[src/rtl/flappy_pkg.sv]
// Shared types and constants for the pipe field game logic.
package flappy_pkg;

    typedef enum logic [1:0] {
        StIdle = 2'd0,
        StRun  = 2'd1,
        StOver = 2'd2
    } game_state_t;

    localparam logic [15:0] LFSR_SEED       = 16'hACE1;
    // Galois feedback mask for taps 16,14,13,11 (right-shifting form)
    localparam logic [15:0] LFSR_TAPS       = 16'hB400;
    localparam int          GAP_MIN_DEFAULT = 40;
    localparam logic [7:0]  GAP_INIT        = 8'd128;

endpackage

[src/rtl/pipe_lfsr.sv]
// Free-running 16-bit Galois LFSR used to randomise gap offsets; never reaches all-zero.
module pipe_lfsr
    import flappy_pkg::*;
(
    input  logic        Clk,
    input  logic        Reset_n,
    output logic [15:0] value_o
);

    logic [15:0] lfsr_q, lfsr_d;

    always_comb begin
        lfsr_d = {1'b0, lfsr_q[15:1]} ^ (lfsr_q[0] ? LFSR_TAPS : 16'h0000);
    end

    always_ff @(posedge Clk or negedge Reset_n) begin
        if (!Reset_n) begin
            lfsr_q <= LFSR_SEED;
        end else begin
            lfsr_q <= lfsr_d;
        end
    end

    assign value_o = lfsr_q;

endmodule

[src/rtl/pipe_field.sv]
// Scrolling pipe field: pipe positions and gaps, scoring, collision and the game FSM.
// Per-frame updates are driven by a synchronised rising edge of frame_clk.
module pipe_field
    import flappy_pkg::*;
#(
    parameter int NUM_PIPES = 3,
    parameter int PIPE_W    = 40,
    parameter int GAP_H     = 120,
    parameter int SPACING   = 220,
    parameter int SCREEN_W  = 640,
    parameter int SCREEN_H  = 480,
    parameter int SPEED_MAX = 4,
    parameter int GAP_MIN   = GAP_MIN_DEFAULT
) (
    input  logic       Clk,
    input  logic       Reset_n,
    input  logic       frame_clk,
    input  logic       start,
    input  logic [9:0] BirdX,
    input  logic [9:0] BirdY,
    input  logic [9:0] BirdS,
    input  logic [9:0] DrawX,
    input  logic [9:0] DrawY,
    output logic       pipe_on,
    output logic       collide,
    output logic [7:0] score,
    output logic [1:0] game_state
);

    if (GAP_MIN + 255 + GAP_H >= SCREEN_H) begin : g_bad_gap
        $error("pipe_field: GAP_MIN + 255 + GAP_H must be below SCREEN_H");
    end
    if (NUM_PIPES < 1 || NUM_PIPES > 8) begin : g_bad_pipes
        $error("pipe_field: NUM_PIPES must be 1..8");
    end
    if (SPEED_MAX < 1 || SPEED_MAX > 15) begin : g_bad_speed
        $error("pipe_field: SPEED_MAX must be 1..15");
    end

    localparam logic [10:0]        WRAP_W      = 11'(NUM_PIPES * SPACING);
    localparam logic signed [12:0] PIPE_W_S    = 13'(PIPE_W);
    localparam logic signed [12:0] GAP_MIN_S   = 13'(GAP_MIN);
    localparam logic signed [12:0] GAP_H_S     = 13'(GAP_H);
    localparam logic signed [12:0] SCREEN_H_S  = 13'(SCREEN_H);
    localparam logic [3:0]         SPEED_MAX_W = 4'(SPEED_MAX);

    game_state_t          state_q, state_d;
    logic [7:0]           score_q, score_d;
    logic [3:0]           speed_q, speed_d;
    logic                 collide_q, collide_d;
    logic                 fs1_q, fs2_q, fs3_q, tick_q;
    logic                 load_init, move_en, floor_hit;
    logic [NUM_PIPES-1:0] hit, crossed, on;
    logic [3:0]           cross_cnt;
    logic [8:0]           score_sum;
    logic [15:0]          lfsr_val;
    logic                 unused_lfsr_hi;

    logic signed [12:0] bird_l, bird_r, bird_t, bird_b, draw_x, draw_y;

    pipe_lfsr u_lfsr (
        .Clk     (Clk),
        .Reset_n (Reset_n),
        .value_o (lfsr_val)
    );

    assign unused_lfsr_hi = ^lfsr_val[15:8];

    assign bird_l = $signed({3'b000, BirdX}) - $signed({3'b000, BirdS});
    assign bird_r = $signed({3'b000, BirdX}) + $signed({3'b000, BirdS});
    assign bird_t = $signed({3'b000, BirdY}) - $signed({3'b000, BirdS});
    assign bird_b = $signed({3'b000, BirdY}) + $signed({3'b000, BirdS});
    assign draw_x = $signed({3'b000, DrawX});
    assign draw_y = $signed({3'b000, DrawY});
    assign floor_hit = (bird_b >= SCREEN_H_S);

    // frame_clk is asynchronous: two sync flops, a history flop, then a registered one-Clk tick.
    always_ff @(posedge Clk or negedge Reset_n) begin
        if (!Reset_n) begin
            fs1_q  <= 1'b0;
            fs2_q  <= 1'b0;
            fs3_q  <= 1'b0;
            tick_q <= 1'b0;
        end else begin
            fs1_q  <= frame_clk;
            fs2_q  <= fs1_q;
            fs3_q  <= fs2_q;
            tick_q <= fs2_q & ~fs3_q;
        end
    end

    for (genvar i = 0; i < NUM_PIPES; i++) begin : g_pipe
        localparam logic [10:0] R_INIT = 11'(SCREEN_W + PIPE_W + i * SPACING);

        logic [10:0]        r_q, r_d, r_mv;
        logic [7:0]         g_q, g_d;
        logic               wrap;
        logic signed [12:0] r_s, r_mv_s, gap_top, gap_bot;

        assign wrap    = (r_q <= {7'b0, speed_q});
        assign r_mv    = wrap ? (r_q + WRAP_W - {7'b0, speed_q}) : (r_q - {7'b0, speed_q});
        assign r_s     = $signed({2'b00, r_q});
        assign r_mv_s  = $signed({2'b00, r_mv});
        assign gap_top = GAP_MIN_S + $signed({5'b00000, g_q});
        assign gap_bot = gap_top + GAP_H_S;

        assign hit[i]     = (bird_l < r_s) && (bird_r >= r_s - PIPE_W_S) &&
                            ((bird_t < gap_top) || (bird_b > gap_bot));
        assign crossed[i] = (r_s > bird_l) && (r_mv_s <= bird_l);
        assign on[i]      = (draw_x + PIPE_W_S >= r_s) && (draw_x < r_s) &&
                            ((draw_y < gap_top) || (draw_y >= gap_bot));

        always_comb begin
            r_d = r_q;
            g_d = g_q;
            if (load_init) begin
                r_d = R_INIT;
                g_d = GAP_INIT;
            end else if (move_en) begin
                r_d = r_mv;
                if (wrap) begin
                    g_d = lfsr_val[7:0];
                end
            end
        end

        always_ff @(posedge Clk or negedge Reset_n) begin
            if (!Reset_n) begin
                r_q <= R_INIT;
                g_q <= GAP_INIT;
            end else begin
                r_q <= r_d;
                g_q <= g_d;
            end
        end
    end

    always_comb begin
        cross_cnt = 4'd0;
        for (int i = 0; i < NUM_PIPES; i++) begin
            cross_cnt = cross_cnt + 4'(crossed[i]);
        end
    end

    always_comb begin
        state_d   = state_q;
        score_d   = score_q;
        speed_d   = speed_q;
        collide_d = 1'b0;
        load_init = 1'b0;
        move_en   = 1'b0;
        score_sum = {1'b0, score_q} + {5'b00000, cross_cnt};
        case (state_q)
            StIdle, StOver: begin
                if (start) begin
                    state_d   = StRun;
                    load_init = 1'b1;
                    score_d   = 8'd0;
                    speed_d   = 4'd1;
                end
            end
            StRun: begin
                if (tick_q) begin
                    // Collision is judged on pre-move positions and suppresses the move and score.
                    if ((|hit) || floor_hit) begin
                        collide_d = 1'b1;
                        state_d   = StOver;
                    end else begin
                        move_en = 1'b1;
                        score_d = score_sum[8] ? 8'hFF : score_sum[7:0];
                        if ((score_d[7:3] != score_q[7:3]) && (score_d != 8'd0) &&
                            (speed_q < SPEED_MAX_W)) begin
                            speed_d = speed_q + 4'd1;
                        end
                    end
                end
            end
            default: state_d = StIdle;
        endcase
    end

    always_ff @(posedge Clk or negedge Reset_n) begin
        if (!Reset_n) begin
            state_q   <= StIdle;
            score_q   <= 8'd0;
            speed_q   <= 4'd1;
            collide_q <= 1'b0;
        end else begin
            state_q   <= state_d;
            score_q   <= score_d;
            speed_q   <= speed_d;
            collide_q <= collide_d;
        end
    end

    assign pipe_on    = |on;
    assign collide    = collide_q;
    assign score      = score_q;
    assign game_state = state_q;

endmodule
[config.mk]
export PLATFORM = sky130hd
export DESIGN_NAME = pipe_field
export DESIGN_NICKNAME = d
export VERILOG_FILES = /design/src/rtl/flappy_pkg.sv /design/src/rtl/pipe_lfsr.sv /design/src/rtl/pipe_field.sv
export SDC_FILE = /design/constraint.sdc
export NUM_CORES = 1
export LEC_CHECK = 0
export ABC_AREA = 1
export CAP_MARGIN = 20
export CORE_MARGIN = 10
export CORE_UTILIZATION = 50
export CTS_BUF_LIST = sky130_fd_sc_hd__clkbuf_8
export DETAILED_ROUTE_END_ITERATION = 10
export PLACE_DENSITY = 0.77
export SYNTH_ARGS = -nofsm -noshare
export SYNTH_HDL_FRONTEND = slang
export SYNTH_SLANG_ARGS = --single-unit
[constraint.sdc]
create_clock -name Clk -period 6.8 [get_ports Clk]
set_input_delay 1.36 -clock Clk [delete_from_list [all_inputs] [get_ports Clk]]
set_output_delay 1.36 -clock Clk [all_outputs]
set_load 0.02 [all_outputs]
==> impl_metrics.json <==
{
  "outcome": "completed",
  "synth_nets": 2420,
  "grt_start_max_net_pins": 73,
  "synth_edf_count": 0,
  "relSlewSlack_pct": 41.85,
  "fin_ws_ns": 0.3232,
  "crit_path_end_kind": "flip-flop",
  "period_needed_ns": 6.477,
  "clock_power_share_pct": 5.7,
  "rsz0062_at_grt": "no",
  "clk_pin_slew_worst_paths_ns": 0.11,
  "path_class": "input port to flip-flop",
  "drive_gt1_share_pct": 8.789,
  "cts_tree": "built",
  "dp_slack_ns": -0.3758,
  "crit_fanout": 6,
  "cap_violations": 0,
  "postCtsHoldBufs": 0,
  "grt_pass1_vias": 13480,
  "n_antenna_cell": 0,
  "synth_cell_types": 59,
  "grt_usage_pct": 24.36,
  "synthCells": 1997,
  "rows": 62,
  "dp_hpwl_um": 37500,
  "syn_area_per_cell_um2": 7.400,
  "r2r_setup_slack_ns": 0.48,
  "leakagePower_nw": 8.460,
  "ys_seq_elements": 92,
  "finalHoldViolations": 0,
  "intPower_w": 0.002876,
  "synth_area_um2": 14780,
  "gp_routability_congestion": 0.9665,
  "holdWs_ns": 0.3584,
  "power_frac_comb_pct": 80.0,
  "dr.pass1.iters": 6,
  "startpoint_type": "input port",
  "wl_per_cell_um": 17.97,
  "fp.dieH_um": 191.9,
  "arrival_ns": 6.76,
  "clkSinkCount": 92,
  "setup_tns_ns": 0,
  "fp.dieW_um": 191.9,
  "die_area_um2": 36830,
  "cts_buffers": 9,
  "core_um2": 28940,
  "drt-vias-per-instance": 5.599,
  "power_switching_w": 0.003886,
  "final_max_slew_viol_count": 0,
  "worst_slew_pin_slew_ns": 0.8723,
  "drtIter0Drc": 1153,
  "grt_pass1_wl_um": 71960,
  "finClkSkew_ns": 0.01454,
  "ys_warn_count": 0,
  "fmax_mhz": 154.4,
  "drc": 0,
  "antenna_found_initial": 0,
  "initial_core_util_pct": 51.07,
  "ios": 66,
  "synth_top_flop_cell": "dfrtp_1",
  "crit_required_ns": 7.08,
  "io_buffers": 65,
  "grt_overflow": 0,
  "clock_latency_ns": 0.38,
  "sw_frac_of_total_pct": 57.47,
  "timing.final.crit_share_pct": 95.25,
  "setup_viol": 0,
  "hold_path_class": "flip-flop to flip-flop",
  "fin_nets": 2523,
  "area_delta_synth_final_pct": 10.78,
  "root_buffer": "clkbuf_8",
  "yosysSeqAreaShare_pct": 15.77,
  "final_antenna_net_count": 0,
  "fill_cells": 2756,
  "clk_path_buf_depth": 2,
  "async_flop_share_pct": 100.0,
  "routed_wl_um": 44720,
  "ir_drop_uv": 252.3,
  "pwr-share-seq_pct": 14.3,
  "routed-via-count": 13940,
  "cts_max_level": 3,
  "p_per_area_nw_per_um2": 413.1
}
## power by group through the flow
stage	registers, W	logic (W)	clock network, W
after detailed placement	0.000970	0.00529	0
final	0.000968	0.00541	0.000382
after global routing	0.000988	0.00615	0.000414
after global placement	0.000963	0.00512	0
after floorplan	0.000883	0.00390	0
after CTS	0.000959	0.00532	0.000391
## critical path: stages
cell             delay, ns
clkdlybuf4s50_1       0.43
inv_1                 0.07
ha_1                  0.14
inv_1                 0.07
fa_1                  0.43
xnor2_2               0.57
ha_1                  0.36
nand2_1               0.07
inv_1                 0.04
a221oi_1              0.26
o21ai_0               0.12
a21oi_1               0.13
o21bai_1              0.13
o21ai_0               0.13
a21oi_1               0.19
nand3_2               0.13
fa_1                  0.48
inv_1                 0.07
ha_1                  0.18
inv_1                 0.07
fa_2                  0.36
nor3_2                0.14
nor2_1                0.06
o41ai_1               0.30
buf_4                 0.19
nand3_2               0.11
nand2_1               0.10
nand2_1               0.06
## final timing paths
| kind | cells past startpoint | startpoint | endpoint |
|---|---|---|---|
| max in group asynchronous | 2 | Reset_n | g_pipe[0].r_q[4]$_DFFE_PN0P_ |
| max reg2reg | 33 | g_pipe[0].r_q[1]$_DFFE_PN0P_ | speed_q[1]$_DFFE_PN0P_ |
| max | 28 | BirdX[0] | speed_q[1]$_DFFE_PN0P_ |
| min reg2reg | 0 | u_lfsr.value_o[9]$_DFF_PN0_ | u_lfsr.value_o[8]$_DFF_PN0_ |
| min | 0 | u_lfsr.value_o[9]$_DFF_PN0_ | u_lfsr.value_o[8]$_DFF_PN0_ |
| min in group asynchronous | 1 | Reset_n | g_pipe[1].r_q[6]$_DFFE_PN0P_ |
## cell families after synthesis
family / count (synthesis) / synth area share (%)
AO/OA/AOI/OAI: 339 / 13.88
AND/OR/NAND/NOR: 779 / 23.36
buffers and inverters: 311 / 8.636
multiplexers: 1 / 0.06774
flip-flops: 92 / 15.77
adder cells (fa/ha/maj): 369 / 32.00
XOR/XNOR: 106 / 6.282
## state kept, by name, summed over array words and instances (netlist names), 2 cells and up
signal	flops
score	8
u_lfsr.value_o	16
g_pipe.g_q	24
game_state	2
speed_q	4
g_pipe.r_q	33
## per-layer routing
layer / vias to the layer above / GRT usage (%) / wire length [um]
met4: 0 / 6.250 / 859
met1: 6527 / 34.34 / 21500
met5: - / 0 / 0
met2: 424 / 38.57 / 19710
li1: 6929 / - / -
met3: 55 / 2.829 / 2661
## final cells by class
cell class / instances / area (um^2) / share of cell area [%]
multi-input cells: 1594 / 11210 / 68.50
flip-flops and latches: 92 / 2331 / 14.24
repair buffers: 126 / 1106 / 6.756
inverters: 277 / 1040 / 6.351
well taps: 384 / 480.5 / 2.935
clock buffers: 9 / 123.9 / 0.7567
clock inverters: 7 / 76.32 / 0.4662
## cells in the final DEF (no fill, tap or decap), drive strengths merged, types with 15 or more instances in the layout
cell type / netlist / final
nand3: 102 / 102
o21ai: 116 / 116
xnor2: 21 / 21
ha: 354 / 354
clkdlybuf4s50: 0 / 64
dfstp: 23 / 23
nand2: 449 / 449
nor3: 22 / 22
xor2: 85 / 85
nor2: 118 / 118
fa: 15 / 15
a31oi: 15 / 15
nand4: 60 / 60
inv: 273 / 277
a21oi: 140 / 140
buf: 20 / 62
dfrtp: 69 / 69
## synth_stat cells, types with 21 or more instances
cell type / n / area share, %
xor2_1: 85 / 5.0
inv_1: 269 / 6.8
nand2_1: 438 / 11
xnor2_1: 21 / 1.2
nand4_1: 57 / 2.4
o21ai_2: 35 / 2.1
dfstp_2: 23 / 4.1
o21ai_0: 72 / 2.4
nor2_1: 114 / 2.9
nor3_1: 22 / 0.75
ha_1: 354 / 30
a21oi_1: 136 / 4.6
nand3_1: 94 / 3.2
dfrtp_1: 69 / 12
## metrics by stage
| stage | total power (W) | util [%] | instances | cell area [um^2] |
|---|---|---|---|---|
| 4_1_cts | 0.006672 | 56.43 | 2489 | 16330 |
| 2_1_floorplan | 0.004779 | - | 1997 | 14780 |
| 5_1_grt | 0.007552 | 56.58 | 2489 | 16370 |
| 6_report | 0.006762 | 56.58 | 2489 | 16370 |
| 3_3_place_gp | 0.006080 | 55.74 | 2473 | 16130 |
| 3_5_place_dp | 0.006259 | 55.74 | 2473 | 16130 |
## repair_timing
item / 4_1_cts / 5_1_grt
resized for setup: 0 / 9
buffers inserted: 0 / 0
setup endpoints to repair: 0 / 12
No activity file was read; power rests on OpenSTA's default activity.
